$ cat src/rtl/sample_sequencer_pkg.sv
`default_nettype none
// ============================================================================
// Module   : sample_sequencer_pkg
// Purpose  : Shared encodings and defaults for the two-channel ADC-to-DAC
//            sample sequencer.
// Revision : 1.0 - initial release
// ============================================================================
package sample_sequencer_pkg;

  localparam logic [15:0] TIMEOUT_DEFAULT = 16'd2000;
  localparam int          DW_DEFAULT      = 10;

  typedef enum logic [2:0] {
    ST_IDLE   = 3'd0,
    ST_START0 = 3'd1,
    ST_WAIT0  = 3'd2,
    ST_START1 = 3'd3,
    ST_WAIT1  = 3'd4,
    ST_OUTPUT = 3'd5
  } seq_state_e;

  localparam logic [1:0] SEL_CH0  = 2'b00;
  localparam logic [1:0] SEL_CH1  = 2'b01;
  localparam logic [1:0] SEL_AVG  = 2'b10;
  localparam logic [1:0] SEL_DIFF = 2'b11;

endpackage
`default_nettype wire

$ cat src/rtl/sample_sequencer_mix.sv
`default_nettype none
// ============================================================================
// Module   : seq_mix
// Purpose  : Combinational DAC source select: ch0, ch1, truncated average, or
//            saturated offset-binary difference.
// Revision : 1.0 - initial release
// ============================================================================
module seq_mix
  import sample_sequencer_pkg::*;
#(
  parameter int DW = DW_DEFAULT
) (
  input  logic [DW-1:0] ch0_i,
  input  logic [DW-1:0] ch1_i,
  input  logic [1:0]    sel_i,
  output logic [DW-1:0] mix_o
);

  localparam logic [DW+1:0] C_HALF = {2'b00, 1'b1, {(DW-1){1'b0}}};

  logic [DW:0]   w_sum;
  logic [DW-1:0] w_avg;
  logic [DW+1:0] w_diff;
  logic [DW-1:0] w_sat;

  assign w_sum = {1'b0, ch0_i} + {1'b0, ch1_i};
  assign w_avg = DW'(w_sum >> 1);

  // Two guard bits: bit DW+1 flags a negative result, bit DW an overflow.
  assign w_diff = {2'b00, ch0_i} - {2'b00, ch1_i} + C_HALF;

  always_comb begin
    w_sat = w_diff[DW-1:0];
    if (w_diff[DW+1]) begin
      w_sat = '0;
    end else if (w_diff[DW]) begin
      w_sat = '1;
    end
  end

  always_comb begin
    mix_o = ch0_i;
    case (sel_i)
      SEL_CH0:  mix_o = ch0_i;
      SEL_CH1:  mix_o = ch1_i;
      SEL_AVG:  mix_o = w_avg;
      SEL_DIFF: mix_o = w_sat;
      default:  mix_o = ch0_i;
    endcase
  end

endmodule
`default_nettype wire

$ cat src/rtl/sample_sequencer.sv
`default_nettype none
// ============================================================================
// Module   : sample_sequencer
// Purpose  : Per-tick two-channel ADC conversion sequence with timeout,
//            overrun detection and a mixed DAC output.
// Revision : 1.0 - initial release
// ============================================================================
module sample_sequencer
  import sample_sequencer_pkg::*;
#(
  parameter logic [15:0] TIMEOUT = TIMEOUT_DEFAULT,
  parameter int          DW      = DW_DEFAULT
) (
  input  logic          sysclk,
  input  logic          rst_n,
  input  logic          tick,
  input  logic [1:0]    dac_sel,
  input  logic          clr_err,
  output logic          adc_start,
  output logic          adc_channel,
  input  logic [DW-1:0] adc_data,
  input  logic          adc_data_valid,
  output logic [DW-1:0] dac_data,
  output logic          dac_load,
  output logic [DW-1:0] ch0_sample,
  output logic [DW-1:0] ch1_sample,
  output logic          frame_done,
  output logic          overrun_err,
  output logic          timeout_err
);

  seq_state_e    state_q, state_d;
  logic [15:0]   cnt_q, cnt_d;
  logic [DW-1:0] ch0_q, ch0_d;
  logic [DW-1:0] ch1_q, ch1_d;
  logic [DW-1:0] dac_q, dac_d;
  logic          ovr_q, ovr_d;
  logic          tmo_q, tmo_d;

  logic [16:0]   w_cnt_inc;
  logic          w_tmo_hit;
  logic          w_set_tmo;
  logic [DW-1:0] w_mix;

  seq_mix #(
    .DW (DW)
  ) u_mix (
    .ch0_i (ch0_q),
    .ch1_i (ch1_q),
    .sel_i (dac_sel),
    .mix_o (w_mix)
  );

  // The current wait cycle is the TIMEOUT-th one when count+1 reaches TIMEOUT.
  assign w_cnt_inc = {1'b0, cnt_q} + 17'd1;
  assign w_tmo_hit = (w_cnt_inc >= {1'b0, TIMEOUT});

  always_comb begin
    state_d     = state_q;
    cnt_d       = cnt_q;
    ch0_d       = ch0_q;
    ch1_d       = ch1_q;
    dac_d       = dac_q;
    w_set_tmo   = 1'b0;
    adc_start   = 1'b0;
    adc_channel = 1'b0;
    dac_load    = 1'b0;
    frame_done  = 1'b0;

    case (state_q)
      ST_IDLE: begin
        if (tick) state_d = ST_START0;
      end
      ST_START0: begin
        adc_start = 1'b1;
        cnt_d     = '0;
        state_d   = ST_WAIT0;
      end
      ST_WAIT0: begin
        cnt_d = w_cnt_inc[15:0];
        if (adc_data_valid) begin
          ch0_d   = adc_data;
          state_d = ST_START1;
        end else if (w_tmo_hit) begin
          w_set_tmo = 1'b1;
          state_d   = ST_START1;
        end
      end
      ST_START1: begin
        adc_start   = 1'b1;
        adc_channel = 1'b1;
        cnt_d       = '0;
        state_d     = ST_WAIT1;
      end
      ST_WAIT1: begin
        adc_channel = 1'b1;
        cnt_d       = w_cnt_inc[15:0];
        if (adc_data_valid) begin
          ch1_d   = adc_data;
          state_d = ST_OUTPUT;
        end else if (w_tmo_hit) begin
          w_set_tmo = 1'b1;
          state_d   = ST_OUTPUT;
        end
      end
      ST_OUTPUT: begin
        dac_load   = 1'b1;
        frame_done = 1'b1;
        dac_d      = w_mix;
        state_d    = ST_IDLE;
      end
      default: begin
        state_d = ST_IDLE;
      end
    endcase

    // Clear first so a coincident set condition takes precedence.
    tmo_d = clr_err ? 1'b0 : tmo_q;
    ovr_d = clr_err ? 1'b0 : ovr_q;
    if (w_set_tmo)                     tmo_d = 1'b1;
    if (tick && (state_q != ST_IDLE))  ovr_d = 1'b1;
  end

  always_ff @(posedge sysclk or negedge rst_n) begin
    if (!rst_n) begin
      state_q <= ST_IDLE;
      cnt_q   <= '0;
      ch0_q   <= '0;
      ch1_q   <= '0;
      dac_q   <= '0;
      ovr_q   <= 1'b0;
      tmo_q   <= 1'b0;
    end else begin
      state_q <= state_d;
      cnt_q   <= cnt_d;
      ch0_q   <= ch0_d;
      ch1_q   <= ch1_d;
      dac_q   <= dac_d;
      ovr_q   <= ovr_d;
      tmo_q   <= tmo_d;
    end
  end

  // dac_sel is only looked at in OUTPUT, so the new value is presented
  // straight from the mixer in the load cycle and held in dac_q afterwards.
  assign dac_data    = (state_q == ST_OUTPUT) ? w_mix : dac_q;
  assign ch0_sample  = ch0_q;
  assign ch1_sample  = ch1_q;
  assign overrun_err = ovr_q;
  assign timeout_err = tmo_q;

endmodule
`default_nettype wire
$ cat config.mk
export PLATFORM = sky130hd
export DESIGN_NAME = sample_sequencer
export DESIGN_NICKNAME = d
export VERILOG_FILES = /design/src/rtl/sample_sequencer_pkg.sv /design/src/rtl/sample_sequencer_mix.sv /design/src/rtl/sample_sequencer.sv
export SDC_FILE = /design/constraint.sdc
export NUM_CORES = 1
export LEC_CHECK = 0
export CAP_MARGIN = 20
export CORE_ASPECT_RATIO = 1.25
export CORE_UTILIZATION = 30
export DETAILED_ROUTE_END_ITERATION = 8
export SLEW_MARGIN = 20
export SYNTH_ARGS = -nofsm -noshare
export SYNTH_HDL_FRONTEND = slang
export SYNTH_HIERARCHICAL = 1
export SYNTH_SLANG_ARGS = --single-unit
export TNS_END_PERCENT = 100
$ cat constraint.sdc
create_clock -name sysclk -period 9.9 [get_ports sysclk]
set_clock_uncertainty 0.15 [all_clocks]
set_input_delay 0.99 -clock sysclk [delete_from_list [all_inputs] [get_ports sysclk]]
set_output_delay 0.99 -clock sysclk [all_outputs]
set_load 0.02 [all_outputs]
* After elaboration in Yosys (flattened, before gate mapping) *
Cells that the tools add are included.

operators by class
  $lt $le $gt $ge = 1
  eq/ne operators = 11
  $mul = 0
  mux-type cells = 20
  divide/modulo/power cells = 0
  bitwise operators = 0
  add/sub/neg operators = 4
  shifts and indexed selects = 0
  reduce and logical (&&, ||, !) cells = 13

operator list
  cell                    count
  $pmux 10 s4             1
  $pmux 16 s2             1
  $mux 10                 3
  $add 16x1->17 const B   1
  $ge 17x11->1 const B    1
  $mux 3                  5
  $pmux 3 s5              1
  $add 12x10->12 const B  1
  $add 10x10->11          1
  $sub 10x10->11          1
  $mux 1                  9
  $eq 3x2->1 const B      2
  $eq 3x3->1 const B      2
  $ne 3x3->1 const B      2
  $reduce_bool 2->1       3
  $reduce_or 2->1         3
  $eq 2x2->1 const B      2
  $reduce_and 2->1        2
  $eq 3x1->1 const B      1
  $logic_not 3->1         1
  $reduce_and 3->1        1
  $reduce_bool 3->1       1
  $eq 2x1->1 const B      1
  $logic_not 2->1         1
  2 further kinds         2

word-level totals
  memory bits (writable) = 0
  input bits = 17
  bits in latches = 0
  output and inout port bits = 36
  logic and storage cells = 56
  memories kept = 0
  bits in registers = 51
  ROM bits = 0

* Depth between registers and ports, before layout *
Gate-level depths: netlist of the first run.

  depth in word-level cells = 6
  depth in mapped cells = 17
  gate-level depth less buffers = 15

* Modules after synthesis *
The synthesis of the first run kept the hierarchy.

by module, submodules not included
  module            cells each  instances  area an instance (um^2)  seq. area each (um^2)
  sample_sequencer  256         1          2558.7                   1276.2
  seq_mix           173         1          1296.2                   0.0

* Worst setup path after synthesis of the first run *
No wires, ideal clock.

  kind = reg2out
  from = reg ch1_q[5] (netlist: ch1_sample[5])
  to = out dac_data[1]
  cell stages (with the launch flop) = 17
  buffers on the path = 1
  required time = 8.760 ns
  arrival time = 2.986 ns
  slack = 5.774 ns
  cells stage by stage = dfrtp_1 > inv_1 > ha_1 > buf_6 > o21a_4 > o21a_4 > o21ai_0 > a31oi_1 > nor2_1 > xor2_1 > ha_1 > or3_4 > o21ai_0 > o21ai_0 > a21oi_1 > nand2_1 > nand2_1

on the way
  word-level cells in the longest chain between the ends = 6

ends and longest elaborated chain
  what                    line                        source
  from (decl)             sample_sequencer.sv:35      logic [DW-1:0] ch1_q, ch1_d;
  from (signal assigned)  sample_sequencer.sv:137     ch1_q <= ch1_d;
  $sub 10x10->11 *        sample_sequencer_mix.sv:30  assign w_diff = {2'b00, ch0_i} - {2'b00, ch1_i} + C_HALF;
  $add 12x10->12 *        sample_sequencer_mix.sv:30
  $mux 10                 sample_sequencer_mix.sv:36  end else if (w_diff[DW]) begin
  $mux 10 *               sample_sequencer_mix.sv:34  if (w_diff[DW+1]) begin
  $pmux 10 s4 *           sample_sequencer_mix.sv:43  case (sel_i)
  net w_mix[1]            sample_sequencer.sv:43      logic [DW-1:0] w_mix;
  $mux 10 *               --
  to (decl)               sample_sequencer.sv:23      output logic [DW-1:0] dac_data,

The timed path passes the listed nets; every way through them passes the cells marked *.

* Worst setup path after layout of the first run *
  from = reg ch1_q[3] (netlist: ch1_sample[3])
  to = out dac_data[2]

on the way
  word-level cells in the longest chain between the ends = 6
  elaborated cells between the ends (all ways) = 7
  classes of those cells = add/sub: 3; mux: 4

ends and longest elaborated chain
  what            line
  $sub 10x10->11  sample_sequencer_mix.sv:30
  $add 12x10->12  sample_sequencer_mix.sv:30
  $mux 10         sample_sequencer_mix.sv:36
  $mux 10         sample_sequencer_mix.sv:34
  $pmux 10 s4 *   sample_sequencer_mix.sv:43
  net w_mix[2]    sample_sequencer.sv:43
  $mux 10 *       --

Marked as above.

==> results_dict.tcl, run 1 <==
set metrics [dict create \
    maxCapViolations 0 \
    root_buffer "clkbuf_16" \
    finalSetupTns_ns 0 \
    wl_um 9650 \
    crit_required_ns 8.76 \
    grt-ovfl-total 0 \
    ys_seq_area_frac 0.331 \
    slowest_delay_ns 0.61 \
    rsz0062_at_grt "false" \
    initial_core_util 0.313 \
    worstHoldStart "dac_q[3]" \
    stdcell_count 625 \
    period_minus_slack_ns 5.26 \
    combPwrFrac 0.669 \
    route.vias.total 3297 \
    hold_slack_ns 0.331 \
    seq_power_share 0.222 \
    grt_antenna_before_repair 0 \
    ys_warn_count 6 \
    hold_violations 0 \
    numCtsBuffers 5 \
    peakVddDrop_v 0.000133 \
    ys_seq_elements 51 \
    dp_hpwl_um 7220 \
    path_clk_slew_ns 0.07 \
    final_common_cell "nand2_1" \
    ant_nets 0 \
    internal_power_mw 0.880 \
    fmax_mhz 190 \
    startpoint "ch1_sample[3]" \
    grt_max_degree 52 \
    final_max_slew_viol_count 0 \
    htree_levels 2 \
    p_sw_frac 0.480 \
    async_reset_ff_frac 1.00 \
    synthFlopType "dfrtp_1" \
    worstPathCellList "inv_1 -> ha_1 -> o21ai_1 -> a21oi_1 -> o21ai_2 -> a31oi_1 -> nor2_1 -> xor2_1 -> ha_1 -> nor3_1 -> a21oi_1 -> o21ai_0 -> o31a_1 -> nand2_1 -> nand2_1 -> clkdlybuf4s50_1" \
    grt_pass1_vias 3287 \
    synth_top_area_frac 0.331 \
    worst_pin_slew_ns 0.940 \
    die_w_um 103 \
    coreArea_um2 12300 \
    num_io_pins 53 \
    diodes 0 \
    synthesis.area_um2 3850 \
    track_usage 0.153 \
    syn2layout_area_growth_pct 18.2 \
    post_cts_resized 0 \
    clock_latency_ns 0.30 \
    drive_gt1_frac 0.126 \
    syn_area_per_cell_um2 8.99 \
    outcome "complete, no violations" \
    floorplan.die_area_um2 13300 \
    grt_pass1_wl_um 16000 \
    avgRoutedWirePerCell_um 15.4 \
    synth_fp_nets 470 \
    p_leak_nw 1.89 \
    multi_input_area_um2 2300 \
    fillerInstances 1230 \
    register_area_um2 1280 \
    hp-class "flop to flop" \
    crit_fanout 8 \
    clkPwrFrac 0.109 \
    synth_edf_count 0 \
    drt_iter0_drc 143 \
    netlist_top_cells_area "dfrtp_1 (33%), ha_1 (7.1%), mux2_2 (6.4%)" \
    gp_congestion 0.874 \
    p_per_area_nw_per_um2 372 \
    worst_ep_arrival_time_ns 4.12 \
    first_pass_iters 4 \
    critical-path-slowest-cell "clkdlybuf4s50_1" \
    clockBufferDepth 2 \
    drc_errors 0 \
    synth_cell_type_count 68 \
    synth_largest_area_cell "dfrtp_1" \
    startpoint_type "flop" \
    post-route-period-util 0.531 \
    synthCells 429 \
    dp.cells 617 \
    crit_type "flop to primary output" \
    rows 45 \
    vias_per_cell 5.28 \
    cts_sinks 51 \
    post_cts_buffers 0 \
    r2r-start "ch1_sample[3]" \
    final_nets 501 \
    cp-end-kind "primary output" \
    die_h_um 129 \
    setup_viol 0 \
    slew_headroom 0.370 \
    layout_common_cells "nand2_1 (54), dfrtp_1 (51), clkdlybuf4s50_1 (51)" \
    switchingPower_mw 0.813 \
    cts_tree "built" \
    io_buffers 52 \
    hold_buffers 0 \
]
==> worst max-delay path, delay by kind of cell, from the launching register on <==
kind                       cells  cell delay [ns]
AOI/OAI and AO/OA              7             1.04
xor gates and xnor gates       1             0.15
buffers and inverters          2             0.68
and+or+nand+nor                4             0.83
adders and majority gates      2             0.68
DFF                            1             0.44
==> kinds of logic after synthesis <==
family	count (synthesis)	synth area share
muxes	26	0.0747
xor gates and xnor gates	18	0.0409
DFF	51	0.331
adders and majority gates	24	0.0818
and+or+nand+nor	141	0.195
AOI/OAI and AO/OA	116	0.205
buffers and inverters	53	0.0711
==> sequential cells by signal, indices dropped and copies added (netlist names) <==
name         count
dac_q           10
state_q          3
cnt_q           16
overrun_err      1
ch0_sample      10
timeout_err      1
ch1_sample      10
==> power groups by stage <==
stage	clock, mW	combinational [mW]	sequential, mW
finish	0.185	1.13	0.376
global route	0.198	1.26	0.389
CTS	0.192	1.13	0.377
detailed placement	0	1.13	0.382
global placement	0	1.12	0.377
floorplan	0	0.818	0.394
==> Yosys cell counts (5+ instances only) <==
library cell   n
nor3_1         9
nor2_1        20
a21o_1         5
nand4_1        6
nor2b_1        7
nand3_1       11
mux2_2        22
clkbuf_1       6
o21ai_0       36
ha_1          22
xor2_1         5
a21oi_1       19
o31ai_1        9
dfrtp_1       51
xnor2_1       13
nand2_1       54
inv_1         22
a31oi_1        9
nand2b_1       6
buf_2         12
==> layout make-up <==
cell class,instances,area share
Clock inverter,3,0.00632
Inverter,23,0.0189
Clock buffer,5,0.0275
Timing Repair Buffer,54,0.116
Sequential cell,51,0.280
Multi-Input combinational cell,325,0.506
Tap cell,164,0.0450
==> layer usage <==
| layer | wire length, um | vias up | track usage |
|---|---|---|---|
| met3 | 293 | 19 | 0.0196 |
| li1 | - | 1590 | - |
| met5 | 0 | - | 0 |
| met4 | 241 | 0 | 0.0588 |
| met1 | 4120 | 1614 | 0.183 |
| met2 | 5000 | 74 | 0.274 |
==> worst paths after layout <==
check,end,slack [ns],cells past startpoint
worst max-delay path,dac_data[2],4.64,16
worst min-delay path,dac_q[3],0.33,2
worst max register to register,dac_q[2],6.48,15
worst min register to register,dac_q[3],0.33,2
max in group asynchronous,ch1_sample[3],8.50,2
min in group asynchronous,cnt_q[13],0.66,2
==> metrics by stage <==
stage | power, mW | util | cell area (um^2) | setup WS (ns)
finish | 1.69 | 0.370 | 4560 | 4.64
global route | 1.84 | 0.370 | 4560 | 4.34
CTS | 1.70 | 0.370 | 4560 | 4.65
detailed placement | 1.51 | 0.357 | 4400 | 4.80
global placement | 1.49 | 0.357 | 4400 | 4.85
floorplan | 1.21 | - | 3850 | 5.77
(Power assumes the default switching activity.)
==> run 2: changes to the inputs <==
==> constraint.sdc (replaced) <==
create_clock -name sysclk -period 5 [get_ports sysclk]
set_clock_uncertainty 0.15 [all_clocks]
set_input_delay 0.5 -clock sysclk [delete_from_list [all_inputs] [get_ports sysclk]]
set_output_delay 0.5 -clock sysclk [all_outputs]
set_load 0.02 [all_outputs]
==> run 2 against run 1 <==
Global-route usage down 0.55 points. Setup slack worse by 4.3 ns. Register-to-register slack worse by 4.8 ns. First-iteration DRC count down 32%. Die area unchanged. Critical endpoint is now dac_data[1].
==> results_dict.tcl, run 2 (synthesis gave the netlist of run 1 again) <==
set metrics [dict create \
    numCtsBuffers 5 \
    setup_viol 0 \
    finalSetupTns_ns 0 \
    clock_latency_ns 0.30 \
    gp_congestion 0.888 \
    post_cts_resized 0 \
    grt_antenna_before_repair 0 \
    drive_gt1_frac 0.131 \
    grt_pass1_vias 3244 \
    first_pass_iters 4 \
    cts_sinks 51 \
    track_usage 0.147 \
    grt-ovfl-total 0 \
    num_io_pins 53 \
    die_h_um 129 \
    route.vias.total 3249 \
    slew_headroom 0.374 \
    floorplan.die_area_um2 13300 \
    startpoint_type "flop" \
    fmax_mhz 214 \
    maxCapViolations 0 \
    hp-class "input pin to asynchronous set/reset pin" \
    crit_fanout 10 \
    initial_core_util 0.313 \
    worst_pin_slew_ns 0.934 \
    p_per_area_nw_per_um2 727 \
    hold_violations 0 \
    cp-end-kind "primary output" \
    wl_um 9460 \
    stdcell_count 628 \
    hold_buffers 0 \
    dp_hpwl_um 7150 \
    largest_register "cnt_q" \
    grt_max_degree 52 \
    critical-path-slowest-cell "clkdlybuf4s50_1" \
    crit_type "flop to primary output" \
    diodes 0 \
    worst_ep_arrival_time_ns 4.03 \
    avgRoutedWirePerCell_um 15.1 \
    syn2layout_area_growth_pct 18.8 \
    vias_per_cell 5.17 \
    p_leak_nw 1.91 \
    layout_common_cells "nand2_1 (54), dfrtp_1 (51), clkdlybuf4s50_1 (51)" \
    htree_levels 2 \
    root_buffer "clkbuf_16" \
    dp.cells 620 \
    slowest_delay_ns 0.61 \
    worstPathCellList "inv_1 -> ha_1 -> inv_1 -> fa_1 -> a211oi_2 -> o21ai_1 -> a41oi_1 -> ha_1 -> nor2b_1 -> o21ai_0 -> o21ai_0 -> a21oi_1 -> nand2_1 -> nand2_1 -> clkdlybuf4s50_1" \
    ant_nets 0 \
    die_w_um 103 \
    io_buffers 52 \
    cts_tree "built" \
    peakVddDrop_v 0.000307 \
    post-route-period-util 0.937 \
    fin_util 0.371 \
    rows 45 \
    rsz0062_at_grt "false" \
    period_minus_slack_ns 4.68 \
    drt_iter0_drc 97 \
    crit_required_ns 4.35 \
    outcome "complete, no violations" \
    coreArea_um2 12300 \
    final_common_cell "nand2_1" \
    final_nets 504 \
    drc_errors 0 \
    final_max_slew_viol_count 0 \
    clockBufferDepth 2 \
    grt_pass1_wl_um 15300 \
    post_cts_buffers 0 \
    path_clk_slew_ns 0.07 \
    largest_reg_flops 16 \
]
run 2: final timing paths:
kind,slack (ns),end,depth (start not counted),from
min in group sysclk,0.33,dac_q[6],2,dac_q[6]
max in group asynchronous,4.09,ch1_sample[3],2,rst_n
worst max-delay path,0.32,dac_data[1],15,ch0_sample[0]
worst max register to register,1.65,dac_q[1],14,ch0_sample[0]
worst min register to register,0.33,dac_q[6],2,dac_q[6]
worst min-delay path,0.17,cnt_q[15],2,rst_n
run 2: metrics by stage:
step	cell area (um^2)	total power [mW]	setup slack, ns	hold WS [ns]
finish	4580	3.33	0.316	0.168
global route	4580	3.60	0.110	0.235
CTS	4580	3.35	0.314	0.192
detailed placement	4430	2.97	0.663	0.312
global placement	4430	2.95	0.741	0.308
floorplan	3850	2.40	1.36	0.0544
run 2: report_power, final:
group	switching [mW]	internal, mW	leakage (nW)
Combinational	1.24	1.00	1.19
Clock	0.164	0.191	0.0759
Sequential	0.176	0.557	0.647
Total	1.58	1.75	1.91
run 2: area by class of cell:
| type | instances | area (um^2) |
|---|---|---|
| clock buffers | 5 | 125 |
| clock inverters | 3 | 28.8 |
| fillers | 1203 | 7750 |
| inverters | 23 | 86.3 |
| multi-input cells | 325 | 2300 |
| flip-flops and latches | 51 | 1280 |
| well taps | 164 | 205 |
| repair buffers | 57 | 553 |
run 2: worst max-delay path, delay by kind of cell (launching register included):
family,cells,cell delay (ns)
compound gates,6,1.22
fa+ha+maj,3,1.01
buf+inv,3,0.75
flops,1,0.41
simple gates,3,0.35
run 2: per-layer routing:
| metal | routed length (um) | track usage |
|---|---|---|
| met1 | 3890 | 0.159 |
| met2 | 4960 | 0.270 |
| met3 | 349 | 0.0299 |
| met4 | 268 | 0.0713 |
| met5 | 0 | 0 |
==> run 3: changes to the inputs <==
--- a/config.mk
+++ b/config.mk
@@ -7,7 +7,9 @@
 export LEC_CHECK = 0
 export CAP_MARGIN = 20
 export CORE_ASPECT_RATIO = 1.25
+export CORE_MARGIN = 4
 export CORE_UTILIZATION = 30
+export CTS_CLUSTER_DIAMETER = 30
 export DETAILED_ROUTE_END_ITERATION = 8
 export SLEW_MARGIN = 20
 export SYNTH_ARGS = -nofsm -noshare
==> run 3 against run 2 <==
Die area rose by 11%. Largest power group unchanged. Global-route usage fell by 1.0 points. Clock power barely moved. Sequential power barely moved. Wire length rose by 5.0%. Setup slack improved by 0.061 ns. Core utilization fell by 0.98 points. Highest routed layer unchanged. Cell count rose by 0.48%.
==> results_dict.tcl, run 3 (synthesis gave the netlist of run 1 again) <==
set metrics [dict create \
    worst_pin_slew_ns 0.965 \
    period_minus_slack_ns 4.62 \
    worst_ep_arrival_time_ns 3.97 \
    setup_viol 0 \
    layout_common_cells "nand2_1 (54), dfrtp_1 (51), clkdlybuf4s50_1 (51)" \
    rows 46 \
    final_nets 503 \
    p_leak_nw 1.90 \
    post_cts_resized 0 \
    crit_fanout 7 \
    path_clk_slew_ns 0.07 \
    cts_sinks 51 \
    regToRegSetupSlack_ns 1.72 \
    register_area_um2 1280 \
    finalSetupTns_ns 0 \
    drc_errors 0 \
    clock_latency_ns 0.29 \
    grt_pass1_vias 3195 \
    largest_register "cnt_q" \
    hold_buffers 0 \
    p_per_area_nw_per_um2 734 \
    post-route-period-util 0.925 \
    switchingPower_mw 1.60 \
    internal_power_mw 1.76 \
    clockBufferDepth 2 \
    syn2layout_area_growth_pct 18.8 \
    root_buffer "clkbuf_16" \
    hold_violations 0 \
    path_buf_inv 2 \
    preCtsSetupSlack_ns 0.693 \
    peakVddDrop_v 0.000295 \
    clkPwrFrac 0.106 \
    crit_top_cell "o21ai_0" \
    seq_power_share 0.218 \
    die_h_um 135 \
    grt-ovfl-total 0 \
    floorplan.die_area_um2 14700 \
    dp_hpwl_um 7480 \
    critical-path-slowest-cell "clkdlybuf4s50_1" \
    maxCapViolations 0 \
    first_pass_iters 4 \
    stdcell_count 631 \
    reg2reg_to "dac_q[1]" \
    p_sw_frac 0.477 \
    worstPathCellList "inv_1 -> ha_1 -> o21a_4 -> o21a_4 -> o21ai_0 -> a31oi_1 -> nor2_1 -> xor2_1 -> ha_1 -> or3_4 -> o21ai_0 -> o21ai_0 -> a21oi_1 -> nand2_1 -> nand2_1 -> clkdlybuf4s50_1" \
    slew_headroom 0.357 \
    drive_gt1_frac 0.130 \
    grt_max_degree 52 \
    drt_iter0_drc 252 \
    numCtsBuffers 5 \
    final_max_slew_viol_count 0 \
    diodes 0 \
    crit_required_ns 4.35 \
    combPwrFrac 0.675 \
    grt_antenna_before_repair 0 \
    route.vias.total 3247 \
    outcome "complete, no violations" \
    ant_nets 0 \
    htree_levels 2 \
    post_cts_buffers 0 \
    startpoint_type "flop" \
    coreArea_um2 12700 \
    cp_top_family "compound AO/OA/AOI/OAI gates" \
    r2r-start "ch1_sample[5]" \
    cts_tree "built" \
    totalPowerFinal_mw 3.36 \
    avgRoutedWirePerCell_um 15.7 \
    hp-class "input pin to asynchronous set/reset pin" \
    cp-end-kind "primary output" \
    io_buffers 52 \
    track_usage 0.137 \
    dp.cells 623 \
    die_w_um 109 \
    grt_pass1_wl_um 16200 \
    vias_per_cell 5.15 \
    largest_reg_flops 16 \
    final_common_cell "nand2_1" \
    fmax_mhz 216 \
    gp_congestion 0.986 \
    wl_um 9940 \
    num_io_pins 53 \
    crit_type "flop to primary output" \
    initial_core_util 0.304 \
    multi_input_area_um2 2300 \
    rsz0062_at_grt "false" \
    slowest_delay_ns 0.62 \
    r2r_cells 15 \
    fillerInstances 1286 \
    setup_slack_ns 0.377 \
]
[run 3: cell count changes in the layout (fill, tap and decap cells not counted), sizes merged]
| cell | previous run | this run |
|---|---|---|
| clkinvlp | 0 | 1 |
| inv | 24 | 23 |
| clkinv | 2 | 1 |
| clkbuf | 5 | 6 |
| buf | 6 | 5 |
[run 3: worst reg2reg max path, stage by stage, from the launching register on]
cell	delay, ns
dfrtp_1	0.42
inv_1	0.07
ha_1	0.39
o21a_4	0.26
o21a_4	0.21
o21ai_0	0.14
a31oi_1	0.05
nor2_1	0.14
xor2_1	0.09
ha_1	0.22
or3_4	0.43
o21ai_0	0.24
o21ai_0	0.12
a21oi_1	0.15
nand2_1	0.06
nand2_1	0.09
[run 3: how the worst max path moves through the flow]
stage | startpoint | to | slack, ns | cells past startpoint
floorplan | ch1_sample[5] | dac_data[1] | 1.36 | 16
global placement | ch0_sample[0] | dac_data[1] | 0.76 | 15
detailed placement | ch0_sample[0] | dac_data[1] | 0.69 | 15
CTS | ch0_sample[0] | dac_data[1] | 0.37 | 15
global route | ch0_sample[0] | dac_data[1] | 0.03 | 15
finish | ch1_sample[5] | dac_data[1] | 0.38 | 16
[run 3: metal layers]
metal,wire length (um),vias up,GRT usage
met4,284,0,0.0554
met3,405,24,0.0215
met5,0,-,0
met2,5300,79,0.247
li1,-,1592,-
met1,3950,1552,0.159
[run 3: power by group through the flow]
| stage | clock network, mW | logic, mW | registers, mW |
|---|---|---|---|
| after detailed placement | 0 | 2.24 | 0.744 |
| after global routing | 0.388 | 2.48 | 0.763 |
| after global placement | 0 | 2.22 | 0.731 |
| after CTS | 0.370 | 2.26 | 0.736 |
| after floorplan | 0 | 1.62 | 0.780 |
| final | 0.358 | 2.27 | 0.734 |
[run 3: final cells by class]
type,instances,area share
multi-input combinational,325,0.503
sequential,51,0.279
timing repair buffer,56,0.119
tap,168,0.0459
clock buffer,6,0.0303
inverter,23,0.0189
clock inverter,2,0.00355
[run 3: per-stage QoR]
stage          utilization  hold WS, ns  cell area (um^2)
2_1_floorplan            -       0.0544              3850
3_5_place_dp         0.349        0.306              4420
3_3_place_gp         0.349        0.307              4420
6_report             0.362        0.160              4580
4_1_cts              0.362        0.211              4580
5_1_grt              0.362        0.249              4580
